**src/rtl/load_store_unit_if.sv**
```systemverilog
// Request/response and word-memory signals of the load/store unit.
interface load_store_unit_if #(
  parameter int unsigned ADDR_W = 32
);
  logic              start;
  logic              is_store;
  logic [2:0]        funct3;
  logic [ADDR_W-1:0] addr;
  logic [31:0]       store_data;
  logic [31:0]       mem_RD;
  logic [ADDR_W-1:0] mem_A;
  logic [31:0]       mem_WD;
  logic              mem_WE;
  logic [31:0]       load_data;
  logic              busy;
  logic              done;
  logic              fault;

  // LSU view: requests and read data in, memory controls and results out
  modport slave (
    input  start, is_store, funct3, addr, store_data, mem_RD,
    output mem_A, mem_WD, mem_WE, load_data, busy, done, fault
  );

  // Environment view: controller plus data memory
  modport master (
    output start, is_store, funct3, addr, store_data, mem_RD,
    input  mem_A, mem_WD, mem_WE, load_data, busy, done, fault
  );
endinterface

```
**src/rtl/load_store_unit.sv**
```systemverilog
// RV32I load/store unit: word-wide memory accesses, read-modify-write for sb/sh,
// sign/zero extension of loads and fault detection without touching memory.
module load_store_unit #(
  parameter int unsigned ADDR_W = 32
) (
  input  logic               clk,
  input  logic               rst,
  load_store_unit_if.slave   bus
);
  localparam int unsigned DATA_W = 32;

  typedef enum logic [1:0] {IDLE, READ, WRITE, DONE} state_e;

  state_e              state_q, state_d;
  logic [ADDR_W-1:0]   addr_q, addr_d;
  logic [2:0]          funct3_q, funct3_d;
  logic                is_store_q, is_store_d;
  logic [DATA_W-1:0]   sdata_q, sdata_d;
  logic [DATA_W-1:0]   word_q, word_d;
  logic                fault_q, fault_d;
  logic [DATA_W-1:0]   load_data_q, load_data_d;
  logic [ADDR_W-1:0]   mem_a_q, mem_a_d;
  logic [DATA_W-1:0]   mem_wd_q, mem_wd_d;
  logic                mem_we_q, mem_we_d;
  logic                busy_q, busy_d;
  logic                done_q, done_d;
  logic                fault_o_q, fault_o_d;

  // Illegal funct3 for the direction, or address not aligned to the access size
  function automatic logic is_fault(input logic st, input logic [2:0] f3, input logic [1:0] a);
    logic f;
    f = 1'b1;
    case (f3)
      3'b000:  f = 1'b0;
      3'b001:  f = a[0];
      3'b010:  f = |a;
      3'b100:  f = st;
      3'b101:  f = st | a[0];
      default: f = 1'b1;
    endcase
    return f;
  endfunction

  // Pick the addressed lane out of a word and extend it to 32 bits
  function automatic logic [DATA_W-1:0] extract(input logic [DATA_W-1:0] w, input logic [2:0] f3,
                                                 input logic [1:0] a);
    logic [7:0]        b;
    logic [15:0]       h;
    logic [DATA_W-1:0] r;
    b = w[{a, 3'b000} +: 8];
    h = w[{a[1], 4'b0000} +: 16];
    case (f3)
      3'b000:  r = {{24{b[7]}}, b};
      3'b100:  r = {24'h000000, b};
      3'b001:  r = {{16{h[15]}}, h};
      3'b101:  r = {16'h0000, h};
      default: r = w;
    endcase
    return r;
  endfunction

  // Build the write word: full word for sw, old word with one lane replaced for sb/sh
  function automatic logic [DATA_W-1:0] merge(input logic [DATA_W-1:0] w, input logic [2:0] f3,
                                               input logic [1:0] a, input logic [DATA_W-1:0] sd);
    logic [DATA_W-1:0] r;
    r = w;
    case (f3)
      3'b000:  r[{a, 3'b000} +: 8]     = sd[7:0];
      3'b001:  r[{a[1], 4'b0000} +: 16] = sd[15:0];
      default: r = sd;
    endcase
    return r;
  endfunction

  // State, request latches and registered outputs
  always_ff @(posedge clk or negedge rst) begin
    if (!rst) begin
      state_q     <= IDLE;
      addr_q      <= '0;
      funct3_q    <= '0;
      is_store_q  <= 1'b0;
      sdata_q     <= '0;
      word_q      <= '0;
      fault_q     <= 1'b0;
      load_data_q <= '0;
      mem_a_q     <= '0;
      mem_wd_q    <= '0;
      mem_we_q    <= 1'b0;
      busy_q      <= 1'b0;
      done_q      <= 1'b0;
      fault_o_q   <= 1'b0;
    end else begin
      state_q     <= state_d;
      addr_q      <= addr_d;
      funct3_q    <= funct3_d;
      is_store_q  <= is_store_d;
      sdata_q     <= sdata_d;
      word_q      <= word_d;
      fault_q     <= fault_d;
      load_data_q <= load_data_d;
      mem_a_q     <= mem_a_d;
      mem_wd_q    <= mem_wd_d;
      mem_we_q    <= mem_we_d;
      busy_q      <= busy_d;
      done_q      <= done_d;
      fault_o_q   <= fault_o_d;
    end
  end

  // Next state; outputs are decoded from the next state so they register in step with it
  always_comb begin
    state_d     = state_q;
    addr_d      = addr_q;
    funct3_d    = funct3_q;
    is_store_d  = is_store_q;
    sdata_d     = sdata_q;
    word_d      = word_q;
    fault_d     = fault_q;
    load_data_d = load_data_q;

    case (state_q)
      IDLE: begin
        if (bus.start) begin
          addr_d     = bus.addr;
          funct3_d   = bus.funct3;
          is_store_d = bus.is_store;
          sdata_d    = bus.store_data;
          fault_d    = is_fault(bus.is_store, bus.funct3, bus.addr[1:0]);
          if (fault_d)                                   state_d = DONE;
          else if (bus.is_store && bus.funct3 == 3'b010) state_d = WRITE;
          else                                           state_d = READ;
        end
      end
      READ: begin
        word_d = bus.mem_RD;
        if (is_store_q) begin
          state_d = WRITE;
        end else begin
          load_data_d = extract(bus.mem_RD, funct3_q, addr_q[1:0]);
          state_d     = DONE;
        end
      end
      WRITE:   state_d = DONE;
      default: state_d = IDLE;
    endcase

    mem_we_d  = (state_d == WRITE);
    mem_a_d   = (state_d == READ || state_d == WRITE) ? {addr_d[ADDR_W-1:2], 2'b00} : '0;
    mem_wd_d  = mem_we_d ? merge(word_d, funct3_d, addr_d[1:0], sdata_d) : '0;
    busy_d    = (state_d != IDLE);
    done_d    = (state_d == DONE);
    fault_o_d = (state_d == DONE) && fault_d;
  end

  assign bus.mem_A     = mem_a_q;
  assign bus.mem_WD    = mem_wd_q;
  assign bus.mem_WE    = mem_we_q;
  assign bus.load_data = load_data_q;
  assign bus.busy      = busy_q;
  assign bus.done      = done_q;
  assign bus.fault     = fault_o_q;
endmodule

```
**src/flat_wrapper.sv**
```systemverilog
// flat-port wrapper written by rule: the top's interface ports become plain ports
module load_store_unit_flat 
#(
  parameter int unsigned ADDR_W = 32
)
  (clk, rst, bus_start, bus_is_store, bus_funct3, bus_addr, bus_store_data, bus_mem_RD, bus_mem_A, bus_mem_WD, bus_mem_WE, bus_load_data, bus_busy, bus_done, bus_fault);
  load_store_unit_if #(.ADDR_W(ADDR_W)) bus_i ();
  input  logic clk;
  input  logic rst;
  input wire logic [$bits(bus_i.start)-1:0] bus_start;
  input wire logic [$bits(bus_i.is_store)-1:0] bus_is_store;
  input wire logic [$bits(bus_i.funct3)-1:0] bus_funct3;
  input wire logic [$bits(bus_i.addr)-1:0] bus_addr;
  input wire logic [$bits(bus_i.store_data)-1:0] bus_store_data;
  input wire logic [$bits(bus_i.mem_RD)-1:0] bus_mem_RD;
  output wire logic [$bits(bus_i.mem_A)-1:0] bus_mem_A;
  output wire logic [$bits(bus_i.mem_WD)-1:0] bus_mem_WD;
  output wire logic [$bits(bus_i.mem_WE)-1:0] bus_mem_WE;
  output wire logic [$bits(bus_i.load_data)-1:0] bus_load_data;
  output wire logic [$bits(bus_i.busy)-1:0] bus_busy;
  output wire logic [$bits(bus_i.done)-1:0] bus_done;
  output wire logic [$bits(bus_i.fault)-1:0] bus_fault;
  assign bus_i.start = bus_start;
  assign bus_i.is_store = bus_is_store;
  assign bus_i.funct3 = bus_funct3;
  assign bus_i.addr = bus_addr;
  assign bus_i.store_data = bus_store_data;
  assign bus_i.mem_RD = bus_mem_RD;
  assign bus_mem_A = bus_i.mem_A;
  assign bus_mem_WD = bus_i.mem_WD;
  assign bus_mem_WE = bus_i.mem_WE;
  assign bus_load_data = bus_i.load_data;
  assign bus_busy = bus_i.busy;
  assign bus_done = bus_i.done;
  assign bus_fault = bus_i.fault;
  load_store_unit #(.ADDR_W(ADDR_W)) u_core (.clk(clk), .rst(rst), .bus(bus_i));
endmodule
```
**config.mk**
```make
export PLATFORM = sky130hd
export DESIGN_NAME = load_store_unit_flat
export DESIGN_NICKNAME = d
export VERILOG_FILES = /design/src/rtl/load_store_unit_if.sv /design/src/rtl/load_store_unit.sv /design/src/flat_wrapper.sv
export SDC_FILE = /design/constraint.sdc
export NUM_CORES = 1
export LEC_CHECK = 0
export CORE_AREA = 4 4 140 142
export DETAILED_ROUTE_END_ITERATION = 6
export DIE_AREA = 0 0 144 146
export GPL_TIMING_DRIVEN = 1
export PLACE_DENSITY = 0.9
export SKIP_CTS_REPAIR_TIMING = 1
export SYNTH_ARGS = -nofsm -noshare
export SYNTH_HDL_FRONTEND = slang
export SYNTH_SLANG_ARGS = --single-unit
```
**constraint.sdc**
```tcl
create_clock -name clk -period 6.77 [get_ports clk]
set_input_delay 1.354 -clock clk [delete_from_list [all_inputs] [get_ports clk]]
set_output_delay 1.354 -clock clk [all_outputs]
set_load 0.02 [all_outputs]
```
==> flow_results.xml <==
<?xml version="1.0" encoding="UTF-8"?>
<metrics>
  <group name="die">
    <metric name="start_util" unit="%">49.1</metric>
    <metric name="floorplan.core_area" unit="µm²">18500</metric>
    <metric name="vertical_die_dimension" unit="µm">146</metric>
    <metric name="die_area" unit="µm²">21000</metric>
    <metric name="top_level_ports" unit="">203</metric>
    <metric name="die_width" unit="µm">144</metric>
    <metric name="rows" unit="">50</metric>
  </group>
  <group name="timing">
    <metric name="max_freq" unit="GHz">0.225</metric>
    <metric name="timing.final.crit_share" unit="%">65.7</metric>
    <metric name="finalWorstSetupSlack" unit="ns">2.32</metric>
    <metric name="tightestPinTransition" unit="ns">1.12</metric>
    <metric name="final_hold_viol_count" unit="">0</metric>
    <metric name="worst_slew_margin_rel" unit="%">25.7</metric>
    <metric name="final-setup-viol-count" unit="">0</metric>
    <metric name="finalWorstPathRequiredPeriod" unit="ns">4.45</metric>
    <metric name="report.final.slew_viol_count" unit="">0</metric>
    <metric name="setup-tns-final" unit="ns">0</metric>
    <metric name="finalClockSkew" unit="ns">0.0110</metric>
    <metric name="grt_setup_unrepaired" unit="">no</metric>
  </group>
  <group name="route">
    <metric name="drt_drc_violations_left" unit="">0</metric>
    <metric name="drt-initial-drc-count" unit="">646</metric>
    <metric name="routed-via-count" unit="">7443</metric>
    <metric name="drt_pass1_iterations" unit="">6</metric>
    <metric name="wire_per_inst" unit="µm">20.4</metric>
    <metric name="avgViaCountPerCell" unit="">5.75</metric>
    <metric name="drt_wl_total" unit="µm">26500</metric>
    <metric name="ant_nets" unit="">0</metric>
  </group>
  <group name="placed_design">
    <metric name="gp_congestion" unit="">0.952</metric>
    <metric name="dpl_worst_slack" unit="ns">1.88</metric>
    <metric name="numPortBuffers" unit="">200</metric>
    <metric name="detailedPlacementHpwl" unit="µm">18600</metric>
  </group>
  <group name="global_route">
    <metric name="overflow" unit="">0</metric>
    <metric name="vias_in_the_first_global_route" unit="">7661</metric>
    <metric name="grt_first_pass_wirelength" unit="µm">41300</metric>
    <metric name="grt_max_degree" unit="">132</metric>
    <metric name="number_of_antenna_violations_at_the_first_check_in_global_routing" unit="">1</metric>
    <metric name="global_route.usage.total" unit="%">24.6</metric>
  </group>
  <group name="yosys">
    <metric name="synthFlopType" unit="">sky130_fd_sc_hd__dfrtp_1</metric>
    <metric name="post_synth_inst_count" unit="">874</metric>
    <metric name="yosysSeqAreaShare" unit="%">55.5</metric>
    <metric name="ys_warn_count" unit="">0</metric>
    <metric name="synthesis.area" unit="µm²">9060</metric>
    <metric name="synth.avg_cell_area" unit="µm²">10.4</metric>
    <metric name="synth-async-reset-ratio" unit="%">100</metric>
    <metric name="post_synth_edffs" unit="">0</metric>
    <metric name="ffs_latches_synth" unit="">201</metric>
    <metric name="netlist-cell-type-count" unit="">58</metric>
  </group>
  <group name="cts">
    <metric name="clock_tree.buffer_depth" unit="">3</metric>
    <metric name="clock_sinks" unit="">201</metric>
    <metric name="tritoncts.num_buffers" unit="">22</metric>
    <metric name="tritoncts_clock_tree" unit="">yes</metric>
    <metric name="cts-root-buf" unit="">sky130_fd_sc_hd__clkbuf_16</metric>
    <metric name="cts.reportedPaths.clkPinSlew" unit="ns">0.06</metric>
    <metric name="htree_num_levels" unit="">1</metric>
    <metric name="clock_insertion_delay_worst_skew" unit="ns">0.50</metric>
  </group>
  <group name="cells_and_area">
    <metric name="most_frequent_cells_in_the_layout" unit="">sky130_fd_sc_hd__dfrtp_1, sky130_fd_sc_hd__clkdlybuf4s50_1, sky130_fd_sc_hd__nand2_1</metric>
    <metric name="nets" unit="">1163</metric>
    <metric name="antennaDiodeCount" unit="">0</metric>
    <metric name="post_route_cells_drive_above_1_share" unit="%">7.07</metric>
    <metric name="mostFrequentLayoutCell" unit="">sky130_fd_sc_hd__dfrtp_1</metric>
    <metric name="syn_to_final_growth" unit="%">31.1</metric>
  </group>
  <group name="power">
    <metric name="p_leak" unit="nW">5.53</metric>
    <metric name="power_per_cell_area" unit="nW/µm²">518</metric>
    <metric name="vdd_drop_max" unit="V">0.000340</metric>
  </group>
  <group name="worst_hold_path">
    <metric name="hold_depth" unit="">2</metric>
    <metric name="hp-class" unit="">reg2reg</metric>
    <metric name="min_delay_worst_endpoint" unit="">u_core.addr_q[26]</metric>
    <metric name="holdCritStartpoint" unit="">u_core.addr_q[26]</metric>
  </group>
  <group name="setup_path">
    <metric name="timing.rr.start" unit="">u_core.state_q[0]</metric>
    <metric name="critPathKind" unit="">in2reg</metric>
    <metric name="cp-start-kind" unit="">input pin</metric>
    <metric name="worst-r2r-setup-slack" unit="ns">3.05</metric>
    <metric name="worstSetupEndpointType" unit="">register</metric>
    <metric name="regToRegEndpoint" unit="">u_core.bus.mem_WD[12]</metric>
    <metric name="reg2reg_depth" unit="">8</metric>
    <metric name="critical_path.max_fanout" unit="">48</metric>
    <metric name="cp.required" unit="ns">7.20</metric>
    <metric name="timing.critical_path.arrival" unit="ns">4.87</metric>
  </group>
  <group name="run_status">
    <metric name="status" unit="">complete, no violations</metric>
  </group>
  <group name="run">
    <metric name="cap_viol_max_count" unit="">0</metric>
  </group>
</metrics>
-- final cells by class --
cell class | count | area, µm²
tap | 234 | 293
fill | 1416 | 6570
timing repair buffer | 206 | 2050
multi-input combinational | 562 | 3550
inverter | 55 | 206
sequential | 201 | 5030
clock buffer | 31 | 666
clock inverter | 6 | 83.8
-- synth_stat cells (all sizes together) (8+ instances only) --
cell type,number,area [µm²]
buf,28,175
nor2,13,56.3
mux2i,56,581
mux2,17,195
nand2,168,633
a31oi,8,50.1
o221ai,18,158
o21ai,39,203
and3,19,119
a21oi,28,144
o22ai,14,87.6
ha,12,150
clkbuf,29,109
nand3,44,220
nor3b,10,75.1
and2,37,234
inv,55,206
dfrtp,201,5030
nor2b,11,68.8
-- power by group --
| group | internal (W) | switching (W) |
|---|---|---|
| clock | 0.000757 | 0.000468 |
| combinational | 0.00117 | 0.00178 |
| sequential | 0.00173 | 0.000247 |
-- cells by family after synthesis --
logic type / count (synthesis) / share of synthesized area [%]
adder cells (fa/ha/maj): 12 / 1.66
multiplexers: 74 / 8.81
AO/OA/AOI/OAI: 147 / 11.0
AND/OR/NAND/NOR: 327 / 17.6
buffers and inverters: 112 / 5.41
flip-flops: 201 / 55.5
other: 1 / 0.0414
-- worst max-delay path: stages --
cell and delay, ns:
sky130_fd_sc_hd__clkdlybuf4s50_1 0.73, sky130_fd_sc_hd__and2_4 0.65, sky130_fd_sc_hd__mux2i_2 0.82, sky130_fd_sc_hd__ha_1 0.49, sky130_fd_sc_hd__nand3_1 0.32, sky130_fd_sc_hd__o221ai_1 0.28
sky130_fd_sc_hd__and3_1 0.20
-- metrics by stage --
step,area [µm²],utilization (%),cells,total power [W],hold WS (ns)
after floorplan,9060,-,875,0.00386,0.434
after global placement,11100,60.3,1258,0.00478,0.446
after detailed placement,11100,60.3,1258,0.00489,0.454
after CTS,11900,64.4,1295,0.00615,0.469
after global routing,11900,64.4,1295,0.00653,0.488
final,11900,64.4,1295,0.00615,0.464
-- registers in the layout, indices dropped and copies added, names as in the netlist --
register / count
u_core.addr_q: 32
u_core.is_store_q: 1
u_core.bus.fault: 1
u_core.word_q: 32
u_core.state_q: 2
u_core.bus.mem_A: 30
u_core.bus.busy: 1
u_core.bus.load_data: 32
u_core.funct3_q: 3
u_core.bus.done: 1
u_core.sdata_q: 32
u_core.fault_q: 1
u_core.bus.mem_WD: 32
u_core.bus.mem_WE: 1
-- how the worst max path moves through the flow --
stage,slack [ns],endpoint,cells after the start,from
global placement,1.93,u_core.bus.mem_WD[9],7,bus_start
floorplan,3.46,u_core.bus.mem_WD[16],9,bus_addr[1]
global route,2.08,u_core.bus.mem_WD[13],7,bus_start
detailed placement,1.88,u_core.bus.mem_WD[9],7,bus_start
CTS,2.38,u_core.bus.mem_WD[13],7,bus_start
finish,2.32,u_core.bus.mem_WD[12],7,bus_start
-- per-layer routing --
layer | vias up | share of wire [%] | track usage (%)
li1 | 3348 | - | -
met4 | 2 | 3.7 | 8.85
met3 | 73 | 11 | 8.48
met2 | 412 | 46 | 38.2
met1 | 3608 | 38 | 32.2
met5 | - | 0.049 | 0
No activity file was read; power rests on OpenSTA's default activity.
